### config.mk
export PLATFORM = sky130hd
export DESIGN_NAME = gray_code_decoder_flat
export DESIGN_NICKNAME = d
export VERILOG_FILES = /design/src/rtl/gray_code_decoder_if.sv /design/src/rtl/gray_code_decoder.sv /design/src/flat_wrapper.sv
export SDC_FILE = /design/constraint.sdc
export NUM_CORES = 1
export LEC_CHECK = 0
export CORE_MARGIN = 8
export CORE_UTILIZATION = 55
export DETAILED_ROUTE_END_ITERATION = 10
export GPL_ROUTABILITY_DRIVEN = 1
export PLACE_DENSITY = 0.83
export REMOVE_ABC_BUFFERS = 1
export SLEW_MARGIN = 20
export SYNTH_ARGS = -nofsm -noshare
export SYNTH_HDL_FRONTEND = slang
export SYNTH_SLANG_ARGS = --single-unit
### constraint.sdc
create_clock -name clk -period 8.1 [get_ports clk]
set_clock_uncertainty 0.2 [all_clocks]
set_input_delay 1.215 -clock clk [delete_from_list [all_inputs] [get_ports clk]]
set_output_delay 1.215 -clock clk [all_outputs]
set_load 0.01 [all_outputs]
### src/rtl/gray_code_decoder_if.sv
// Bundles the Gray input, error clear and decoded status of gray_code_decoder.
interface gray_code_decoder_if #(
  parameter int WIDTH = 4
);
  logic [WIDTH-1:0] gray_in;
  logic             clr_err;
  logic [WIDTH-1:0] bin_out;
  logic             bin_valid;
  logic             dir_up;
  logic             dir_down;
  logic             err;
  logic [7:0]       err_cnt;

  modport master (
    output gray_in, clr_err,
    input  bin_out, bin_valid, dir_up, dir_down, err, err_cnt
  );

  modport slave (
    input  gray_in, clr_err,
    output bin_out, bin_valid, dir_up, dir_down, err, err_cnt
  );
endinterface

### src/rtl/gray_code_decoder.sv
// Synchronises a remote Gray count, converts it to binary and classifies each change.
// States: FILL = synchroniser filling after reset | TRACK = decoding every edge.
module gray_code_decoder #(
  parameter int WIDTH       = 4,
  parameter int SYNC_STAGES = 2
) (
  input logic              clk,
  input logic              reset,
  gray_code_decoder_if.slave bus
);
  typedef enum logic {FILL, TRACK} state_t;
  localparam int CW = $clog2(SYNC_STAGES + 1);

  state_t                             state;
  logic [CW-1:0]                      fill_cnt;
  logic [SYNC_STAGES-1:0][WIDTH-1:0]  sync_q;
  logic [WIDTH-1:0]                   prev_gray;
  logic [WIDTH-1:0]                   bin_q;
  logic                               valid_q;
  logic                               up_q;
  logic                               down_q;
  logic                               err_q;
  logic [7:0]                         err_cnt_q;

  logic [WIDTH-1:0] sync_gray;
  logic [WIDTH-1:0] sync_bin;
  logic [WIDTH-1:0] next_bin;
  logic             step;
  logic             jump;

  function automatic logic [WIDTH-1:0] gray2bin(input logic [WIDTH-1:0] g);
    logic [WIDTH-1:0] b;
    b = g;
    for (int i = WIDTH - 2; i >= 0; i--) b[i] = b[i+1] ^ g[i];
    return b;
  endfunction

  always_comb begin
    sync_gray = sync_q[SYNC_STAGES-1];
    sync_bin  = gray2bin(sync_gray);
    next_bin  = bin_q + WIDTH'(1);
    step      = ($countones(sync_gray ^ prev_gray) == 1);
    jump      = ($countones(sync_gray ^ prev_gray) > 1);
  end

  always_ff @(posedge clk or posedge reset) begin
    if (reset) begin
      state     <= FILL;
      fill_cnt  <= CW'(SYNC_STAGES);
      sync_q    <= '0;
      prev_gray <= '0;
      bin_q     <= '0;
      valid_q   <= 1'b0;
      up_q      <= 1'b0;
      down_q    <= 1'b0;
      err_q     <= 1'b0;
      err_cnt_q <= '0;
    end else begin
      sync_q <= {sync_q[SYNC_STAGES-2:0], bus.gray_in};
      up_q   <= 1'b0;
      down_q <= 1'b0;
      case (state)
        FILL: begin
          if (fill_cnt == '0) begin
            bin_q     <= sync_bin;
            prev_gray <= sync_gray;
            valid_q   <= 1'b1;
            state     <= TRACK;
          end else begin
            fill_cnt <= fill_cnt - CW'(1);
          end
        end
        TRACK: begin
          prev_gray <= sync_gray;
          bin_q     <= sync_bin;
          up_q      <= step && (sync_bin == next_bin);
          down_q    <= step && (sync_bin != next_bin);
        end
        default: state <= FILL;
      endcase
      // A same-cycle illegal jump takes priority over the clear.
      if (state == TRACK && jump) begin
        err_q <= 1'b1;
        if (bus.clr_err)               err_cnt_q <= 8'd1;
        else if (err_cnt_q != 8'hFF)   err_cnt_q <= err_cnt_q + 8'd1;
      end else if (bus.clr_err) begin
        err_q     <= 1'b0;
        err_cnt_q <= '0;
      end
    end
  end

  assign bus.bin_out   = bin_q;
  assign bus.bin_valid = valid_q;
  assign bus.dir_up    = up_q;
  assign bus.dir_down  = down_q;
  assign bus.err       = err_q;
  assign bus.err_cnt   = err_cnt_q;
endmodule

### src/flat_wrapper.sv
// flat-port wrapper written by rule: the top's interface ports become plain ports
module gray_code_decoder_flat 
#(
  parameter int WIDTH       = 4,
  parameter int SYNC_STAGES = 2
)
  (clk, reset, bus_gray_in, bus_clr_err, bus_bin_out, bus_bin_valid, bus_dir_up, bus_dir_down, bus_err, bus_err_cnt);
  gray_code_decoder_if #(.WIDTH(WIDTH)) bus_i ();
  input logic clk;
  input logic reset;
  input wire logic [$bits(bus_i.gray_in)-1:0] bus_gray_in;
  input wire logic [$bits(bus_i.clr_err)-1:0] bus_clr_err;
  output wire logic [$bits(bus_i.bin_out)-1:0] bus_bin_out;
  output wire logic [$bits(bus_i.bin_valid)-1:0] bus_bin_valid;
  output wire logic [$bits(bus_i.dir_up)-1:0] bus_dir_up;
  output wire logic [$bits(bus_i.dir_down)-1:0] bus_dir_down;
  output wire logic [$bits(bus_i.err)-1:0] bus_err;
  output wire logic [$bits(bus_i.err_cnt)-1:0] bus_err_cnt;
  assign bus_i.gray_in = bus_gray_in;
  assign bus_i.clr_err = bus_clr_err;
  assign bus_bin_out = bus_i.bin_out;
  assign bus_bin_valid = bus_i.bin_valid;
  assign bus_dir_up = bus_i.dir_up;
  assign bus_dir_down = bus_i.dir_down;
  assign bus_err = bus_i.err;
  assign bus_err_cnt = bus_i.err_cnt;
  gray_code_decoder #(.WIDTH(WIDTH), .SYNC_STAGES(SYNC_STAGES)) u_core (.clk(clk), .reset(reset), .bus(bus_i));
endmodule
Word level (Yosys, flattened, before mapping)
Index checks and enable logic that the tools add are counted.

Register bits after elaboration: 31. Input bits: 7. Output and inout bits: 16. Logic and storage cells: 52.

Add/sub/neg operators: 6. $lt $le $gt $ge: 1. Eq/ne operators: 5. Multiplexer cells: 14. Bitwise logic cells: 6. Reductions and logical operators: 9.

Operators by type and width (count): $add 32x32->32 (1); $eq 32x2->1 const B (1); $gt 32x2->1 const B (1); $mux 8 (4); $pmux 4 s2 (2); $add 8x1->8 const B (1); $mux 4 (2); $ne 8x8->1 const B (1); $mux 1 (6); $reduce_and 2->1 (3); $add 1x1->2 (2); $add 4x1->4 const B (1); $eq 4x4->1 (1); $ne 4x4->1 (1); $reduce_bool 2->1 (2); $xor 4x4->4 (1); $logic_and 1x1->1 (3); $xor 1x1->1 (3); $logic_not 2->1 (1); $ne 2x1->1 const B (1); $not 1->1 (2); $sub 2x1->2 const B (1).

Depth between registers and ports, before layout
Word-level depth: 7. Gate-level depth with buffers: 9. Mapped depth without buffers: 9.

Least setup slack after synthesis
No wires, ideal clock.

Path type: reg2reg. Start: register u_core.sync_q (netlist bit u_core.sync_gray[3]). End: register u_core.err_cnt_q[5], in the netlist u_core.bus.err_cnt[5]. Library setup time: 78 ps. Arrival time: 2545 ps. Data required time: 7822 ps. Setup slack: 5277 ps. Stages on the path, launching flop included: 10. Buffers on the path: 0. Clock period less this slack: 2823 ps. Cells stage by stage: dfrtp_1 > xor2_1 > ha_1 > ha_1 > inv_1 > fa_1 > a21bo_2 > or2_1 > or4_1 > a21oi_1.

Word-level cells in the longest chain between the ends: 7. Elaborated cells on any way between the ends: 8. Those cells by class: 2 x add/sub; 1 x order compare; 1 x mux; 1 x bitwise; 3 x reduce/logical.

RTL lines: from (decl) (line gray_code_decoder.sv:16) `logic [SYNC_STAGES-1:0][WIDTH-1:0] sync_q;`; from (signal assigned) (line gray_code_decoder.sv:59) `sync_q <= {sync_q[SYNC_STAGES-2:0], bus.gray_in};`; $xor 4x4->4 * (line gray_code_decoder.sv:43) `jump = ($countones(sync_gray ^ prev_gray) > 1);`; $add 1x1->2 (not written as such) * (line gray_code_decoder.sv:43); $add 32x32->32 (not written as such) * (line gray_code_decoder.sv:43); $gt 32x2->1 * (line gray_code_decoder.sv:43); $logic_and 1x1->1 * (line gray_code_decoder.sv:82) `if (state == TRACK && jump) begin`; $reduce_bool 2->1 (no line); $reduce_and 2->1 (no line); to (signal assigned) (line gray_code_decoder.sv:85) `else if (err_cnt_q != 8'hFF) err_cnt_q <= err_cnt_q + 8'd1;`; to (decl) (line gray_code_decoder.sv:23) `logic [7:0] err_cnt_q;`.

Every way passes the cells marked *; elsewhere a longest branch is shown, timed or not. A chain may end at the register's enable or synchronous reset.

Final worst setup path
Ends and elaborated chain as after synthesis.

==> results.sh <==
export IMPL_outcome="completed"
export IMPL_r2r_slack_ns=5.12
export IMPL_rows=18
export IMPL_wl_met2_um=1230
export IMPL_worstPathRequired_ns=8.14
export IMPL_finalSetupTns_ns=0
export IMPL_dr_max_layer_used="met4"
export IMPL_cts_buffers=5
export IMPL_drv_cap=0
export IMPL_async_flop_share_pct=100
export IMPL_power_w=0.000386
export IMPL_fin_crit_sh_pct=36.8
export IMPL_nFillCells=184
export IMPL_drcViolationCount=0
export IMPL_met3WireLength_um=139
export IMPL_finalCriticalPeriod_ns=2.98
export IMPL_viasPerCell=5.29
export IMPL_yosysUniqueCellTypes=34
export IMPL_cts_max_level=2
export IMPL_worstSetupStartpointType="flop"
export IMPL_min_delay_start="u_core.sync_q[0]"
export IMPL_crit_path_max_fanout=7
export IMPL_holdBufCountCts=0
export IMPL_grt_pass1_vias=953
export IMPL_nets=160
export IMPL_place_ws_ns=5.11
export IMPL_synth_seq_cells=30
export IMPL_setup_viol=0
export IMPL_ir_worst_vdd_mv=0.193
export IMPL_cts_path_max_buffers=2
export IMPL_seq_area_frac_synth_pct=54.6
export IMPL_tritoncts="yes"
export IMPL_first_pass_iters=4
export IMPL_post_cts_buffers=0
export IMPL_m1WireLength_um=1030
export IMPL_relSlewSlack_pct=50.9
export IMPL_yosysWarningCount=0
export IMPL_core_area_um2=2430
export IMPL_hold_viol_final=0
export IMPL_track_usage_pct=12.7
export IMPL_fp_dieH_um=66.0
export IMPL_gp_congestion=0.810
export IMPL_syn_to_final_growth_pct=23.6
export IMPL_start_util_pct=56.6
export IMPL_netlist_area_um2=1380
export IMPL_worstPathArrival_ns=3.01
export IMPL_rsz0062_at_grt="false"
export IMPL_vias=936
export IMPL_final_cell_mix="dfrtp_1, clkdlybuf4s50_1, nor2_1, xnor2_1, inv_1"
export IMPL_cellLeakagePower_nw=0.709
export IMPL_io_pin_count=23
export IMPL_p_per_area_nw_per_um2=227
export IMPL_antenna_found_initial=0
export IMPL_io_buffers=22
export IMPL_drt_iter0_markers=33
export IMPL_insertedDiodeCount=0
export IMPL_layout_commonest_cell="dfrtp_1"
export IMPL_synth_edf_count=0
export IMPL_wl_per_cell_um=13.8
export IMPL_drive_gt1_share_pct=11.6
export IMPL_cts_sinks=30
export IMPL_die_area_um2=4360
export IMPL_grt_overflow_total=0
export IMPL_fmax_mhz=336
export IMPL_post_cts_resized=0
export IMPL_slew_violations=0
export IMPL_tightest_slew_ns=0.734
export IMPL_timing_rr_start="u_core.sync_gray[3]"
export IMPL_synthFlopType="dfrtp_1"
export IMPL_grt_pass1_wl_um=4210
export IMPL_synthCells=119
export IMPL_layout_setup_ws_ns=5.12
export IMPL_critPathCaptureType="flop"
export IMPL_root_buffer="clkbuf_4"
export IMPL_crit_start="u_core.sync_gray[3]"
export IMPL_dp_hpwl_um=1840
export IMPL_critPathKind="reg2reg"
export IMPL_syn_area_per_cell_um2=11.6
export IMPL_die_x_um=66.0
export IMPL_routed_wl_um=2450
export IMPL_clk_latency_ns=0.32
export IMPL_grt_max_degree=31
export IMPL_clkTransAtPathRegs_ns=0.08
export IMPL_hold_class="reg2reg"
export IMPL_drtAntennaViolNets=0
==> Yosys cell counts (2+ instances only) <==
cell	count	area share [%]
a21oi_1	6	2.2
nor3_1	3	1.1
inv_1	9	2.5
xor2_1	5	3.2
dfrtp_1	29	53
nand4_1	2	0.91
mux2_2	5	4.1
xnor2_1	8	5.1
nand3_1	5	1.8
ha_1	6	5.5
o21ai_0	4	1.5
nand2_1	5	1.4
mux2i_1	4	2.9
nor2_1	8	2.2
==> logic make-up (layout without fill, tap and decap cells) <==
family                   after synthesis  in the layout  synth area share, %
AND/OR/NAND/NOR                       31             31                 11.5
flip-flops                            30             30                 54.6
AO/OA/AOI/OAI                         18             18                 8.37
XOR/XNOR                              13             13                 8.27
buffers and inverters                 11             39                 3.27
multiplexers                           9              9                 7.00
adder cells (fa/ha/maj)                7              7                 6.91
==> critical path: stages (launching register included) <==
cell and delay, ns:
dfrtp_1 0.41, xor2_1 0.24, ha_1 0.28, ha_1 0.19, inv_1 0.06, fa_1 0.44
a21bo_2 0.26, or2_1 0.27, or4_1 0.40, a21oi_1 0.16
==> metrics by stage <==
step                cell area, um2  util (%)  hold WS [ns]  instances
floorplan                     1370         -         0.131        117
global placement              1620      66.7         0.134        169
detailed placement            1620      66.7         0.136        169
CTS                           1700      70.0         0.156        177
global route                  1700      70.0         0.179        177
finish                        1700      70.0         0.154        177
==> power breakdown <==
group          internal, W  total [W]  switching, W  leakage (nW)
registers         0.000165   0.000179     0.0000144         0.363
clock network    0.0000593   0.000106     0.0000471        0.0446
logic            0.0000533   0.000101     0.0000475         0.302
==> path summary, 6_finish.rpt <==
| path | end | cells past startpoint |
|---|---|---|
| setup / recovery | u_core.bus.err_cnt[5] | 9 |
| hold reg to reg | u_core.sync_gray[0] | 0 |
| hold / removal | u_core.sync_gray[0] | 0 |
| min in group asynchronous | u_core.bus.bin_out[3] | 2 |
| setup reg to reg | u_core.bus.err_cnt[5] | 9 |
| max in group asynchronous | u_core.bus.err_cnt[3] | 2 |
==> area by class of cell <==
cell class / instances / area [um2] / share of cell area [%]
Sequential cell: 30 / 752 / 44.2
Multi-Input combinational cell: 78 / 579 / 34.0
Timing Repair Buffer: 22 / 220 / 12.9
Clock buffer: 8 / 78.8 / 4.63
Tap cell: 30 / 37.5 / 2.21
Inverter: 9 / 33.8 / 1.99
==> state kept, by name, summed over array words and instances, names as in the netlist <==
register              flops
u_core.bus.err            1
u_core.state              1
u_core.fill_cnt           2
u_core.bus.dir_down       1
u_core.sync_q             4
u_core.bus.err_cnt        8
u_core.bus.bin_out        4
u_core.bus.dir_up         1
u_core.prev_gray          3
u_core.sync_gray          4
u_core.bus.bin_valid      1
==> per-layer routing <==
layer,global-route usage [%],vias to the layer above
met5,0,-
met4,6.67,0
met3,4.58,7
met2,21.0,27
met1,14.2,440
li1,-,462
No activity file was read; power rests on OpenSTA's default activity.
